$ cat src/rtl/lsu_pkg.sv
// Shared definitions for the IOB load/store bridge: FSM state encoding and
// access-size codes used by the bridge top and its alignment datapath.
package lsu_pkg;

    // Bridge FSM states
    typedef enum logic [2:0] {
        IDLE    = 3'd0,
        REQ     = 3'd1,
        WAIT_RD = 3'd2,
        RESP    = 3'd3,
        ERR     = 3'd4
    } lsu_state_e;

    // Access size codes as presented on cpu_size_i
    localparam logic [1:0] SZ_B = 2'd0;
    localparam logic [1:0] SZ_H = 2'd1;
    localparam logic [1:0] SZ_W = 2'd2;
    localparam logic [1:0] SZ_D = 2'd3;

endpackage

$ cat src/rtl/lsu_align.sv
// Combinational lane logic for the load/store bridge: byte strobes and store
// lane shift, load extract with sign/zero extension, misalign/illegal-size
// detection. Purely combinational; the bridge registers all results.
module lsu_align
    import lsu_pkg::*;
#(
    parameter  int FE_DATA_W = 32,
    localparam int NBYTES_W  = $clog2(FE_DATA_W/8),
    localparam int NB        = FE_DATA_W/8
) (
    input  logic                 we,
    input  logic [1:0]           size,
    input  logic                 uns,
    input  logic [NBYTES_W-1:0]  offset,
    input  logic [FE_DATA_W-1:0] wdata,
    input  logic [FE_DATA_W-1:0] rdata,
    output logic [NB-1:0]        wstrb,
    output logic [FE_DATA_W-1:0] wdata_lane,
    output logic [FE_DATA_W-1:0] rdata_ext,
    output logic                 err
);

    logic [2:0]           off3_s;
    logic [7:0]           mask_s;
    logic [FE_DATA_W-1:0] rd_sh_s;
    logic [63:0]          rd64_s;

    // Offset widened to 3 bits so the dword check works for both data widths
    always_comb begin
        off3_s = 3'(offset);
    end

    // Misalignment and illegal-size detection (dword is illegal on a 32-bit bus)
    always_comb begin
        err = 1'b0;
        case (size)
            SZ_B:    err = 1'b0;
            SZ_H:    err = off3_s[0];
            SZ_W:    err = |off3_s[1:0];
            SZ_D:    err = (FE_DATA_W == 32) ? 1'b1 : (|off3_s);
            default: err = 1'b1;
        endcase
    end

    // Byte-lane mask for the access size, before shifting to the offset
    always_comb begin
        mask_s = 8'h00;
        case (size)
            SZ_B:    mask_s = 8'h01;
            SZ_H:    mask_s = 8'h03;
            SZ_W:    mask_s = 8'h0F;
            SZ_D:    mask_s = 8'hFF;
            default: mask_s = 8'h00;
        endcase
    end

    // Store strobes and lane shift; loads present all-zero strobes
    always_comb begin
        wdata_lane = wdata << {offset, 3'b000};
        if (we) begin
            wstrb = NB'(mask_s) << offset;
        end else begin
            wstrb = '0;
        end
    end

    // Load extract: shift the addressed bytes down, then sign/zero extend
    always_comb begin
        rd_sh_s   = rdata >> {offset, 3'b000};
        rd64_s    = 64'(rd_sh_s);
        rdata_ext = '0;
        case (size)
            SZ_B:    rdata_ext = FE_DATA_W'({{56{~uns & rd64_s[7]}},  rd64_s[7:0]});
            SZ_H:    rdata_ext = FE_DATA_W'({{48{~uns & rd64_s[15]}}, rd64_s[15:0]});
            SZ_W:    rdata_ext = FE_DATA_W'({{32{~uns & rd64_s[31]}}, rd64_s[31:0]});
            SZ_D:    rdata_ext = FE_DATA_W'(rd64_s);
            default: rdata_ext = '0;
        endcase
    end

endmodule

$ cat src/rtl/iob_lsu_bridge.sv
// CPU memory-stage to IOB cache bridge with sub-word access support.
// One outstanding request; the CPU is stalled until the RESP/ERR cycle.
// Optional build macro LSU_POSTED_WRITE_EN: stores are acknowledged in the
// capture cycle and drain to the cache in the background.
module iob_lsu_bridge
    import lsu_pkg::*;
#(
    parameter  int FE_ADDR_W = 32,
    parameter  int FE_DATA_W = 32,
    localparam int NBYTES_W  = $clog2(FE_DATA_W/8),
    localparam int ADDR_W    = FE_ADDR_W - NBYTES_W
) (
    input  logic                   clk,
    input  logic                   reset_n,
    input  logic                   cpu_req_valid_i,
    input  logic                   cpu_we_i,
    input  logic [1:0]             cpu_size_i,
    input  logic                   cpu_unsigned_i,
    input  logic [FE_ADDR_W-1:0]   cpu_addr_i,
    input  logic [FE_DATA_W-1:0]   cpu_wdata_i,
    output logic                   cpu_stall_o,
    output logic                   cpu_rvalid_o,
    output logic [FE_DATA_W-1:0]   cpu_rdata_o,
    output logic                   cpu_misalign_o,
    output logic                   iob_valid_o,
    output logic [ADDR_W-1:0]      iob_addr_o,
    output logic [FE_DATA_W-1:0]   iob_wdata_o,
    output logic [FE_DATA_W/8-1:0] iob_wstrb_o,
    input  logic                   iob_ready_i,
    input  logic                   iob_rvalid_i,
    input  logic [FE_DATA_W-1:0]   iob_rdata_i
);

`ifdef LSU_POSTED_WRITE_EN
    localparam logic POSTED_EN = 1'b1;
`else
    localparam logic POSTED_EN = 1'b0;
`endif

    lsu_state_e             state_r, state_n;
    logic [FE_ADDR_W-1:0]   addr_r;
    logic                   we_r;
    logic [1:0]             size_r;
    logic                   uns_r;
    logic [FE_DATA_W-1:0]   wdata_r;
    logic [FE_DATA_W/8-1:0] wstrb_r;
    logic [FE_DATA_W-1:0]   rdata_r;
    logic                   valid_r;
    logic                   rvalid_r;
    logic                   misalign_r;
    logic                   posted_r;

    logic                   sel_cpu_s;
    logic                   cap_s;
    logic                   load_rd_s;
    logic                   ack_s;
    logic [1:0]             a_size_s;
    logic                   a_uns_s;
    logic                   a_we_s;
    logic [NBYTES_W-1:0]    a_off_s;
    logic [FE_DATA_W/8-1:0] al_wstrb_s;
    logic [FE_DATA_W-1:0]   al_wdata_s;
    logic [FE_DATA_W-1:0]   al_rdata_s;
    logic                   al_err_s;

    // Alignment datapath looks at the live CPU request while one can be
    // captured, otherwise at the captured request (for load extraction)
    always_comb begin
        sel_cpu_s = (state_r == IDLE) || ((state_r == REQ) && posted_r);
        if (sel_cpu_s) begin
            a_size_s = cpu_size_i;
            a_uns_s  = cpu_unsigned_i;
            a_we_s   = cpu_we_i;
            a_off_s  = cpu_addr_i[NBYTES_W-1:0];
        end else begin
            a_size_s = size_r;
            a_uns_s  = uns_r;
            a_we_s   = we_r;
            a_off_s  = addr_r[NBYTES_W-1:0];
        end
    end

    lsu_align #(.FE_DATA_W(FE_DATA_W)) u_align (
        .we         (a_we_s),
        .size       (a_size_s),
        .uns        (a_uns_s),
        .offset     (a_off_s),
        .wdata      (cpu_wdata_i),
        .rdata      (iob_rdata_i),
        .wstrb      (al_wstrb_s),
        .wdata_lane (al_wdata_s),
        .rdata_ext  (al_rdata_s),
        .err        (al_err_s)
    );

    // Next-state logic with capture, read-latch and posted-ack strobes
    always_comb begin
        state_n   = state_r;
        cap_s     = 1'b0;
        load_rd_s = 1'b0;
        ack_s     = 1'b0;
        case (state_r)
            IDLE: begin
                if (cpu_req_valid_i) begin
                    cap_s = 1'b1;
                    if (al_err_s) begin
                        state_n = ERR;
                    end else begin
                        state_n = REQ;
                        ack_s   = POSTED_EN & cpu_we_i;
                    end
                end else begin
                    state_n = IDLE;
                end
            end
            REQ: begin
                if (iob_ready_i) begin
                    if (posted_r) begin
                        // Posted store accepted: take the waiting request now
                        if (cpu_req_valid_i) begin
                            cap_s = 1'b1;
                            if (al_err_s) begin
                                state_n = ERR;
                            end else begin
                                state_n = REQ;
                                ack_s   = POSTED_EN & cpu_we_i;
                            end
                        end else begin
                            state_n = IDLE;
                        end
                    end else if (we_r) begin
                        state_n = RESP;
                    end else if (iob_rvalid_i) begin
                        load_rd_s = 1'b1;
                        state_n   = RESP;
                    end else begin
                        state_n = WAIT_RD;
                    end
                end else begin
                    state_n = REQ;
                end
            end
            WAIT_RD: begin
                if (iob_rvalid_i) begin
                    load_rd_s = 1'b1;
                    state_n   = RESP;
                end else begin
                    state_n = WAIT_RD;
                end
            end
            RESP:    state_n = IDLE;
            ERR:     state_n = IDLE;
            default: state_n = IDLE;
        endcase
    end

    // State, capture and registered output flags
    always_ff @(posedge clk or negedge reset_n) begin
        if (!reset_n) begin
            state_r    <= IDLE;
            addr_r     <= '0;
            we_r       <= 1'b0;
            size_r     <= 2'd0;
            uns_r      <= 1'b0;
            wdata_r    <= '0;
            wstrb_r    <= '0;
            rdata_r    <= '0;
            valid_r    <= 1'b0;
            rvalid_r   <= 1'b0;
            misalign_r <= 1'b0;
            posted_r   <= 1'b0;
        end else begin
            state_r    <= state_n;
            valid_r    <= (state_n == REQ);
            rvalid_r   <= (state_n == RESP) || (state_n == ERR);
            misalign_r <= (state_n == ERR);
            rdata_r    <= load_rd_s ? al_rdata_s : '0;
            if (cap_s) begin
                addr_r   <= cpu_addr_i;
                we_r     <= cpu_we_i;
                size_r   <= cpu_size_i;
                uns_r    <= cpu_unsigned_i;
                wdata_r  <= al_wdata_s;
                wstrb_r  <= al_wstrb_s;
                posted_r <= ack_s;
            end else begin
                posted_r <= posted_r && (state_n == REQ);
            end
        end
    end

    // Output drive; stall/ack are gated by reset so everything reads 0 in reset
    always_comb begin
        cpu_stall_o    = reset_n & cpu_req_valid_i & (state_r != RESP) &
                         (state_r != ERR) & ~ack_s;
        cpu_rvalid_o   = rvalid_r | (reset_n & ack_s);
        cpu_rdata_o    = rdata_r;
        cpu_misalign_o = misalign_r;
        iob_valid_o    = valid_r;
        iob_addr_o     = addr_r[FE_ADDR_W-1:NBYTES_W];
        iob_wdata_o    = wdata_r;
        iob_wstrb_o    = wstrb_r;
    end

endmodule

$ cat config.mk
export PLATFORM = sky130hd
export DESIGN_NAME = iob_lsu_bridge
export DESIGN_NICKNAME = d
export VERILOG_FILES = /design/src/rtl/lsu_pkg.sv /design/src/rtl/lsu_align.sv /design/src/rtl/iob_lsu_bridge.sv
export SDC_FILE = /design/constraint.sdc
export NUM_CORES = 1
export LEC_CHECK = 0
export ABC_AREA = 1
export CAP_MARGIN = 20
export CORE_UTILIZATION = 48
export DETAILED_ROUTE_END_ITERATION = 8
export PLACE_DENSITY = 0.86
export SLEW_MARGIN = 15
export SYNTH_ARGS = -nofsm -noshare
export SYNTH_HDL_FRONTEND = slang
export SYNTH_SLANG_ARGS = --single-unit
$ cat constraint.sdc
create_clock -name clk -period 3.65 [get_ports clk]
set_clock_uncertainty 0.1 [all_clocks]
set_input_delay 0.5475 -clock clk [delete_from_list [all_inputs] [get_ports clk]]
set_output_delay 0.5475 -clock clk [all_outputs]
set_load 0.1 [all_outputs]
After elaboration in Yosys (flattened, before gate mapping)
Cells that the tools add are included.
{ "word_totals": {"regBits": 111, "in_bits": 105, "out_inout_bits": 102, "word_cells": 65} }
{ "op_classes": {"eq_ne": 10, "shifts": 3, "n_mux": 26, "bitwise": 6, "n_reduce_logical": 8} }
{ "op_table": {"columns": ["op", "count"], "rows": [
  ["32-bit one-hot mux with 3 select lines", 1],
  ["32-bit two-way mux", 1],
  ["32-bit by 5-bit << shifter with 32-bit output", 1],
  ["32-bit by 5-bit >> shifter with 32-bit output", 1],
  ["4-bit one-hot mux with 4 select lines", 1],
  ["1-bit two-way mux", 12],
  ["3-bit two-way mux", 4],
  ["3-bit one-hot mux with 3 select lines", 1],
  ["3-bit by 1-bit equality test with 1-bit output (second input constant)", 2],
  ["3-bit by 2-bit equality test with 1-bit output (second input constant)", 2],
  ["1-bit AND", 5],
  ["2-bit equality test (second input constant)", 2],
  ["2-bit two-way mux", 2],
  ["4-bit two-way mux", 1],
  ["1-bit one-hot mux with 2 select lines", 2],
  ["1-bit one-hot mux with 4 select lines", 1],
  ["2-bit OR reduction", 2],
  ["4-bit by 2-bit << shifter with 4-bit output", 1],
  ["3-bit equality test (second input constant)", 1],
  ["3-bit zero test", 1],
  ["3-bit by 2-bit inequality test with 1-bit output (second input constant)", 1],
  ["3-bit inequality test (second input constant)", 1],
  ["2-bit by 1-bit equality test with 1-bit output (second input constant)", 1],
  ["1-bit logical AND", 2],
  ["other kinds (3)", 4]
]} }

Logic depth before layout (Yosys ltp)
{ "depth": {"ltp_word": 14, "mapped_depth": 13} }

Hierarchy
A second synthesis with hierarchy kept.
{ "hier_totals": {"cells_unflattened": 750, "area_unflattened_um2": 5895.7} }
{ "modules_own_cells": {"columns": ["module", "instances", "cells_each", "area_each_um2"], "rows": [
  ["iob_lsu_bridge", 1, 467, 4529.3],
  ["lsu_align", 1, 283, 1366.3]
]} }

Worst setup path after synthesis
No wires, ideal clock.
{ "synth_path": {"kind": "reg-to-output", "startpoint": "register state_r[1]", "endpoint": "output cpu_stall_o", "arrival_ps": 2346, "required_time_ps": 3002, "setup_slack_ps": 656, "stages_incl_launch_ff": 4, "n_path_buf": 0, "path_cell_list": "dfrtp_1 nor2_4 nand2_1 a41oi_1"} }
{ "synth_between": {"elab_chain_len": 3, "word_cells_on_any_way": 4} }
{ "synth_lines": {"columns": ["element", "line", "source"], "rows": [
  ["from (decl)", "iob_lsu_bridge.sv:40", "lsu_state_e state_r, state_n;"],
  ["from (signal assigned)", "iob_lsu_bridge.sv:173", "state_r <= state_n;"],
  ["3-bit by 2-bit inequality test with 1-bit output", "iob_lsu_bridge.sv:194", "cpu_stall_o = reset_n & cpu_req_valid_i & (state_r != RESP) &"],
  ["1-bit AND", "iob_lsu_bridge.sv:194", null],
  ["1-bit AND (*)", "iob_lsu_bridge.sv:194", null],
  ["to (decl)", "iob_lsu_bridge.sv:21", "output logic cpu_stall_o,"]
]} }
Mark *: on every way between the ends. The rest lies on a longest branch, timed or not.

Final worst setup path
{ "layout_path": {"startpoint": "register wdata_r[31] (netlist: iob_wdata_o[31])", "endpoint": "output iob_wdata_o[31]"} }
{ "layout_rtl": {"columns": ["element", "line", "source"], "rows": [
  ["from (decl)", "iob_lsu_bridge.sv:45", "logic [FE_DATA_W-1:0] wdata_r;"],
  ["from (signal assigned)", "iob_lsu_bridge.sv:183", "wdata_r <= al_wdata_s;"],
  ["to (decl)", "iob_lsu_bridge.sv:27", "output logic [FE_DATA_W-1:0] iob_wdata_o,"]
]} }
No word-level cell between the ends.

==> impl_metrics.env <==
export IMPL_synth_area_leader_cell="dfrtp_1"
export IMPL_crit_type="flip-flop to output pin"
export IMPL_cts_resized=0
export IMPL_num_io_pins=207
export IMPL_area_growth_syn_to_layout_pct=38.78
export IMPL_detail_route_antenna_nets=0
export IMPL_synth_compound_area_share_pct=10.17
export IMPL_slowest_delay_ns=1.19
export IMPL_syn_mean_instance_area_sq_um=7.801
export IMPL_path_buf_inv=1
export IMPL_fp_row_count=39
export IMPL_syn_num_nets=821
export IMPL_layout_commonest_cell="nand2_1"
export IMPL_crit_cells=1
export IMPL_mostFrequentLayoutCells="264 x nand2_1, 204 x clkdlybuf4s50_1, 111 x dfrtp_1"
export IMPL_numCtsBuffers=9
export IMPL_dp_hpwl_mm=10.55
export IMPL_min_period_ns=2.546
export IMPL_cts_root_buf="clkbuf_16"
export IMPL_ctsHoldBuffers=0
export IMPL_reg2reg_slack_ns=1.16
export IMPL_core_sq_um=11370
export IMPL_crit_path_max_fanout=2
export IMPL_clock_path_buffers=2
export IMPL_grt_pass1_vias=4894
export IMPL_post_synth_xor_area_fraction_pct=0
export IMPL_setup_violations=0
export IMPL_synth_top_area_share_pct=49.73
export IMPL_end_kind="output pin"
export IMPL_cts_tree="done"
export IMPL_clock_fmax_ghz=0.3928
export IMPL_multiInputGateArea_sq_um=2187
export IMPL_clk_insertion_delay_late_ns=0.34
export IMPL_synthAdderAreaFrac_pct=0
export IMPL_drive_above_1_share_pct=5.239
export IMPL_via_per_inst=5.141
export IMPL_antenna_found_initial=0
export IMPL_seq_area_frac_synth_pct=49.73
export IMPL_synthSimpleGateAreaFrac_pct=28.90
export IMPL_drc_errors=0
export IMPL_htree_levels=3
export IMPL_r2r_cells=10
export IMPL_initial_utilization_pct=49.13
export IMPL_finalCritPeriodShare_pct=69.74
export IMPL_drt_initial_drc_count=368
export IMPL_reg2reg_from="state_r[1]$_DFF_PN0_"
export IMPL_cts_sinks=111
export IMPL_slew_headroom_pct=29.43
export IMPL_critPathLaunchType="flip-flop"
export IMPL_synth_mux_area_share_pct=0
export IMPL_instances_no_fill=1021
export IMPL_finalWirelength_mm=14.86
export IMPL_path_delay_family="buffers and inverters"
export IMPL_setup_tns_ns=0
export IMPL_die_y_um=109.9
export IMPL_grt_ovfl_total=0
export IMPL_wire_per_inst_um=14.55
export IMPL_status="complete, no violations"
export IMPL_startpoint="iob_wdata_o[31]$_DFFE_PN0P_"
export IMPL_grt_max_degree=73
export IMPL_place_area_sq_um=7443
export IMPL_worst_pin_slew_ns=1.055
export IMPL_netlist_top_cells_area="dfrtp_1 50%, nand2_1 18%, buf_4 5.0%"
export IMPL_critPathArrivalTime_ns=1.90
export IMPL_ys_ff_latch=111
export IMPL_ys_warn_count=0
export IMPL_syn_inst=716
export IMPL_hold_viol=0
export IMPL_cts_clk_slew_worst_paths_ns=0.07
export IMPL_rsz0062_at_grt="false"
export IMPL_hold_path_class="primary input to async pin"
export IMPL_first_pass_iters=5
export IMPL_drv_slew=0
export IMPL_stdcell_area_sq_um=7751
export IMPL_die_area_sq_um=12070
export IMPL_ys_types=27
export IMPL_die_w_um=109.9
export IMPL_grt_usage_pct=25.41
export IMPL_synth_top_family_by_area="simple AND/OR/NAND/NOR gates"
export IMPL_diodes=0
export IMPL_cp_required_ns=3.00
export IMPL_via_count=5249
export IMPL_syn_area_sq_um=5585
export IMPL_crit_chain="clkdlybuf4s50_1"
export IMPL_register_area_sq_um=2778
export IMPL_whs_ns=0.05712
export IMPL_nets=978
export IMPL_gp_congestion=0.9052
export IMPL_cpMaxStageDelayCell="clkdlybuf4s50_1"
export IMPL_nFillCells=922
export IMPL_dp_cells=1005
export IMPL_port_buffers=206
export IMPL_post_cts_buffers=0
export IMPL_grt_pass1_wl_mm=23.47
export IMPL_cap_violations=0
state kept, by name, summed over array words and instances, names as in the netlist:
register	flops
iob_wstrb_o	4
iob_valid_o	1
rvalid_r	1
size_r	2
cpu_rdata_o	32
iob_wdata_o	32
cpu_misalign_o	1
state_r	3
we_r	1
uns_r	1
posted_r	1
addr_r	32
stage by stage:
step / worst slack [ns] / utilization, %
final: 1.104 / 68.17
after global routing: 0.9666 / 68.17
after CTS: 1.088 / 68.17
after detailed placement: 0.8570 / 65.47
after global placement: 0.9410 / 65.47
after floorplan: 0.6561 / -
synth_stat cells (all sizes together):
cell,count
a31oi,13
a21oi,20
o21bai,1
buf,62
o21ai,36
inv,48
nor2,75
nand2,273
dfrtp,111
a41oi,1
o211ai,16
a22o,8
nor3,1
clkbuf,6
nand3,45
kinds of logic after synthesis:
group / Yosys count
buffers and inverters: 116
AOI/OAI and AO/OA: 95
DFF: 111
and+or+nand+nor: 394
final timing paths:
check / to
worst min register to register: addr_r[11]$_DFFE_PN0P_
worst max-delay path: iob_wdata_o[31]
worst max register to register: cpu_rdata_o[20]$_DFF_PN0_
worst min-delay path: rvalid_r$_DFF_PN0_
min in group clk: addr_r[11]$_DFFE_PN0P_
max in group asynchronous: cpu_rdata_o[5]$_DFF_PN0_
layout make-up:
cell class	count	area share [%]
inverters	48	2.357
repair buffers	214	27.31
clock inverters	4	0.6618
well taps	143	2.308
clock buffers	12	3.309
flip-flops and latches	111	35.84
multi-input cells	489	28.22
per-layer routing:
metal	routed length, um	share of wire (%)	vias up	GRT usage [%]
li1	-	-	2556	-
met1	6419	43	2447	33.67
met2	7128	48	222	41.70
met3	1022	6.9	24	3.794
met4	290	2.0	0	10.29
met5	0	0	-	0
Power is not shown: default switching activity piles up to over one toggle a cycle in this logic, so the estimate is an artifact.
==> RTL edit 1 (same flow settings) <==
Reset style: synchronous (`reset_n`), changed in one clocked block.
--- a/src/rtl/iob_lsu_bridge.sv
+++ b/src/rtl/iob_lsu_bridge.sv
@@ -155,7 +155,7 @@
     end
 
     // State, capture and registered output flags
-    always_ff @(posedge clk or negedge reset_n) begin
+    always_ff @(posedge clk) begin
         if (!reset_n) begin
             state_r    <= IDLE;
             addr_r     <= '0;
Behaviour: differs if reset_n is asserted again (counterexample within 4 cycles, from zero or initial values and one cycle with reset_n low); with reset_n held inactive, the same outputs for 10 cycles.
==> RTL edit 1 against the unedited design <==
- cell area decreased by 5.9%
- sequential cell count stayed put
- worst setup slack lost 25 ps
- wire length rose by 2.2%
- fmax fell by 0.97%
- area after synthesis is 5.7% lower
- largest cell class is now multi-input gates
Power is not shown: default switching activity piles up to over one toggle a cycle in this logic, so the estimate is an artifact.
==> RTL edit 1: results (changes against the unedited design) <==
bufAreaShareNonClock_pct: 29.1  # was 27.3%
reg2reg_from: "state_r[1]"  # unchanged
slowest_delay_ps: 400  # was 1190 ps
clock_cell_area_share_pct: 2.35  # was 3.97%
status: "finished clean"  # unchanged
nFillCells: 911  # was 922
gp_congestion: 0.932  # was 0.905
slowest_stage: "inv_4"  # was clkdlybuf4s50_1
inverters: 64  # was 48
synth_commonest_cells: "nand2_1, dfxtp_1, nor2_1, nand3_1, inv_1"  # was nand2_1, dfrtp_1, nor2_1, inv_1, nand3_1
layout.nets: 1009  # was 978
grt_pass1_vias: 5045  # was 4894
grt_pass1_wl_microns: 24300  # was 23500 microns
synthArstFlopShare_pct: 0  # was 100%
drive_gt1_share_pct: 5.51  # was 5.24%
worst_pin_slew_ps: 1060  # about the same
r2r_end: "cpu_rdata_o[16]"  # was cpu_rdata_o[20]
ys_types: 32  # was 27
dr.pass1.iters: 4  # was 5
arrival_ps: 2740  # was 1900 ps
synthTopCellsByArea: "dfxtp_1, nand2_1, nand3_1, nor2_1, o21ai_0"  # was dfrtp_1, nand2_1, buf_4, nor2_1, nand3_1
nClkBuffers: 11  # was 12
crit_family: "simple AND/OR/NAND/NOR gates"  # was buffers and inverters
cp_max_fo: 34  # was 2
largest_cell_class: "multi-input gates"  # was registers
nNonClkBuffers: 213  # was 214
clock-root-buffer: "clkbuf_8"  # was clkbuf_16
RTL edit 1: metal layers:
metal	up-vias	share of wire, %	GRT usage (%)
li1	2695	-	-
met1	2464	43	33.6
met2	213	47	44.5
met3	31	6.7	5.78
met4	0	3.0	11.4
met5	-	0	0
RTL edit 1: worst max path at each step:
stage	from	endpoint
2_1_floorplan	reset_n	cpu_stall_o
3_3_place_gp	cpu_addr_i[1]	cpu_rdata_o[22]
3_5_place_dp	cpu_addr_i[1]	cpu_rdata_o[24]
4_1_cts	iob_wdata_o[30]	iob_wdata_o[30]
5_1_grt	state_r[1]	cpu_rdata_o[23]
6_report	state_r[1]	cpu_rdata_o[16]
RTL edit 1: stage by stage:
| step | instances | instance area [sq um] |
|---|---|---|
| after floorplan | 757 | 5280 |
| after global placement | 1029 | 7120 |
| after detailed placement | 1029 | 7120 |
| after CTS | 1044 | 7290 |
| after global routing | 1044 | 7290 |
| final | 1044 | 7290 |
==> RTL edit 2 (same settings) <==
Without the edit above. The option `LSU_POSTED_WRITE_EN` is turned on by a define.
--- a/src/rtl/iob_lsu_bridge.sv
+++ b/src/rtl/iob_lsu_bridge.sv
@@ -2,6 +2,8 @@
 // One outstanding request; the CPU is stalled until the RESP/ERR cycle.
 // Optional build macro LSU_POSTED_WRITE_EN: stores are acknowledged in the
 // capture cycle and drain to the cache in the background.
+`define LSU_POSTED_WRITE_EN
+
 module iob_lsu_bridge
     import lsu_pkg::*;
 #(
Behaviour: not the same (a bounded check fails within 4 cycles, from zero or initial values and one cycle with reset_n low).
==> RTL edit 2 against the unedited design <==
- sequential cell count stayed put
- area after synthesis is 0.85% lower
- hold slack better by 330 ps
- cell area hardly changed
- count of clock-buffer cells in the layout is 2 lower
- worst setup slack worse by 490 ps
- wire length is 12% higher
Power is left out: the tool's default activity adds up to more than one toggle a clock period on the data nets, which glitch-free logic cannot reach.
==> RTL edit 2: results (changes against the unedited design) <==
status: "finished clean"  # unchanged
worst_hold_path.endpoint: "addr_r[4]"
grt_pass1_vias: 5186  # was 4894
cp_max_fo: 12  # was 2
ff2ff_path_depth: 14  # was 10
drt_iter0_drc: 403  # was 368
grt_max_degree: 71  # was 73
r2r_slack_ps: 810  # was 1160 ps
reg2reg_from: "state_r[2]"  # was state_r[1]
worst_pin_slew_ps: 1030  # was 1060 ps
r2r_end: "cpu_rdata_o[28]"  # was cpu_rdata_o[20]
slowest_delay_ps: 430  # was 1190 ps
syn_nets: 807  # was 821
grt_pass1_wl_microns: 25800  # was 23500 microns
clkLatencyLatePin_ps: 350
dr.pass1.iters: 6  # was 5
hold_path.class: "register to register"  # was input pin to asynchronous set/reset pin
vias: 5447  # was 5249
nFillCells: 841  # was 922
gp_congestion: 0.894  # was 0.905
arrival_ps: 2390  # was 1900 ps
slowest_stage: "dfrtp_1"  # was clkdlybuf4s50_1
synth_commonest_cells: "nand2_1, dfrtp_1, nor2_1, inv_1, o21ai_0"  # was nand2_1, dfrtp_1, nor2_1, inv_1, nand3_1
post_drt_wl_per_cell_microns: 16.6  # was 14.6 microns
layout.nets: 966  # was 978
grt.total_usage_pct: 28.6  # was 25.4%
drive_gt1_share_pct: 6.35  # was 5.24%
hpwl_microns: 11900  # was 10500 microns
ys_types: 31  # was 27
min_delay_path_depth: 2
numCtsBuffers: 9  # unchanged
synthTopCellsByArea: "dfrtp_1, nand2_1, nor2_1, buf_4, o21ai_0"  # was dfrtp_1, nand2_1, buf_4, nor2_1, nand3_1
ys_seq_area_share_pct: 50.2  # was 49.7%
RTL edit 2: worst max-delay path by stage:
| stage | from | end |
|---|---|---|
| floorplan | state_r[2] | cpu_rvalid_o |
| global placement | cpu_addr_i[0] | cpu_rdata_o[19] |
| detailed placement | cpu_addr_i[0] | cpu_rdata_o[30] |
| CTS | state_r[2] | cpu_rvalid_o |
| global route | state_r[2] | cpu_rvalid_o |
| finish | state_r[2] | cpu_rvalid_o |
RTL edit 2: final cells by class:
type                       instances  share of cell area [%]
clock buffer                      10                    3.08
timing repair buffer             216                    27.8
sequential                       111                    35.8
tap                              140                    2.26
multi-input combinational        464                    27.5
inverter                          59                    2.85
clock inverter                     6                   0.774
RTL edit 2: repair_timing:
item	4_1_cts	5_1_grt
hold buffers	1	0
hold endpoints to repair	6	0
buffers inserted	0	0
RTL edit 2: metrics by stage:
stage	hold slack [ps]	instances	setup slack [ps]	area (sq um)	util, %
after floorplan	152	702	207	5540	-
after global placement	281	989	870	7450	67.5
after detailed placement	286	989	756	7450	67.5
after CTS	388	1006	611	7760	70.3
after global routing	399	1006	456	7760	70.3
final	386	1006	615	7760	70.3
RTL edit 2: routing by layer:
| metal | up-vias | GRT usage [%] | share of wire, % |
|---|---|---|---|
| li1 | 2543 | - | - |
| met5 | - | 0 | 0 |
| met4 | 0 | 11.4 | 2.3 |
| met3 | 34 | 5.39 | 9.7 |
| met1 | 2571 | 35.7 | 39 |
| met2 | 299 | 48.8 | 49 |
RTL edit 2: critical path: cells and delay by family, from the launching register on:
family / cells / cell delay [ps]
simple gates: 6 / 860
buf+inv: 2 / 330
compound gates: 2 / 390
flops: 1 / 430
RTL edit 2: kinds of logic after synthesis:
family | synth area share [%]
AND/OR/NAND/NOR | 24.1
AO/OA/AOI/OAI | 14.3
buffers and inverters | 11.4
flip-flops | 50.2
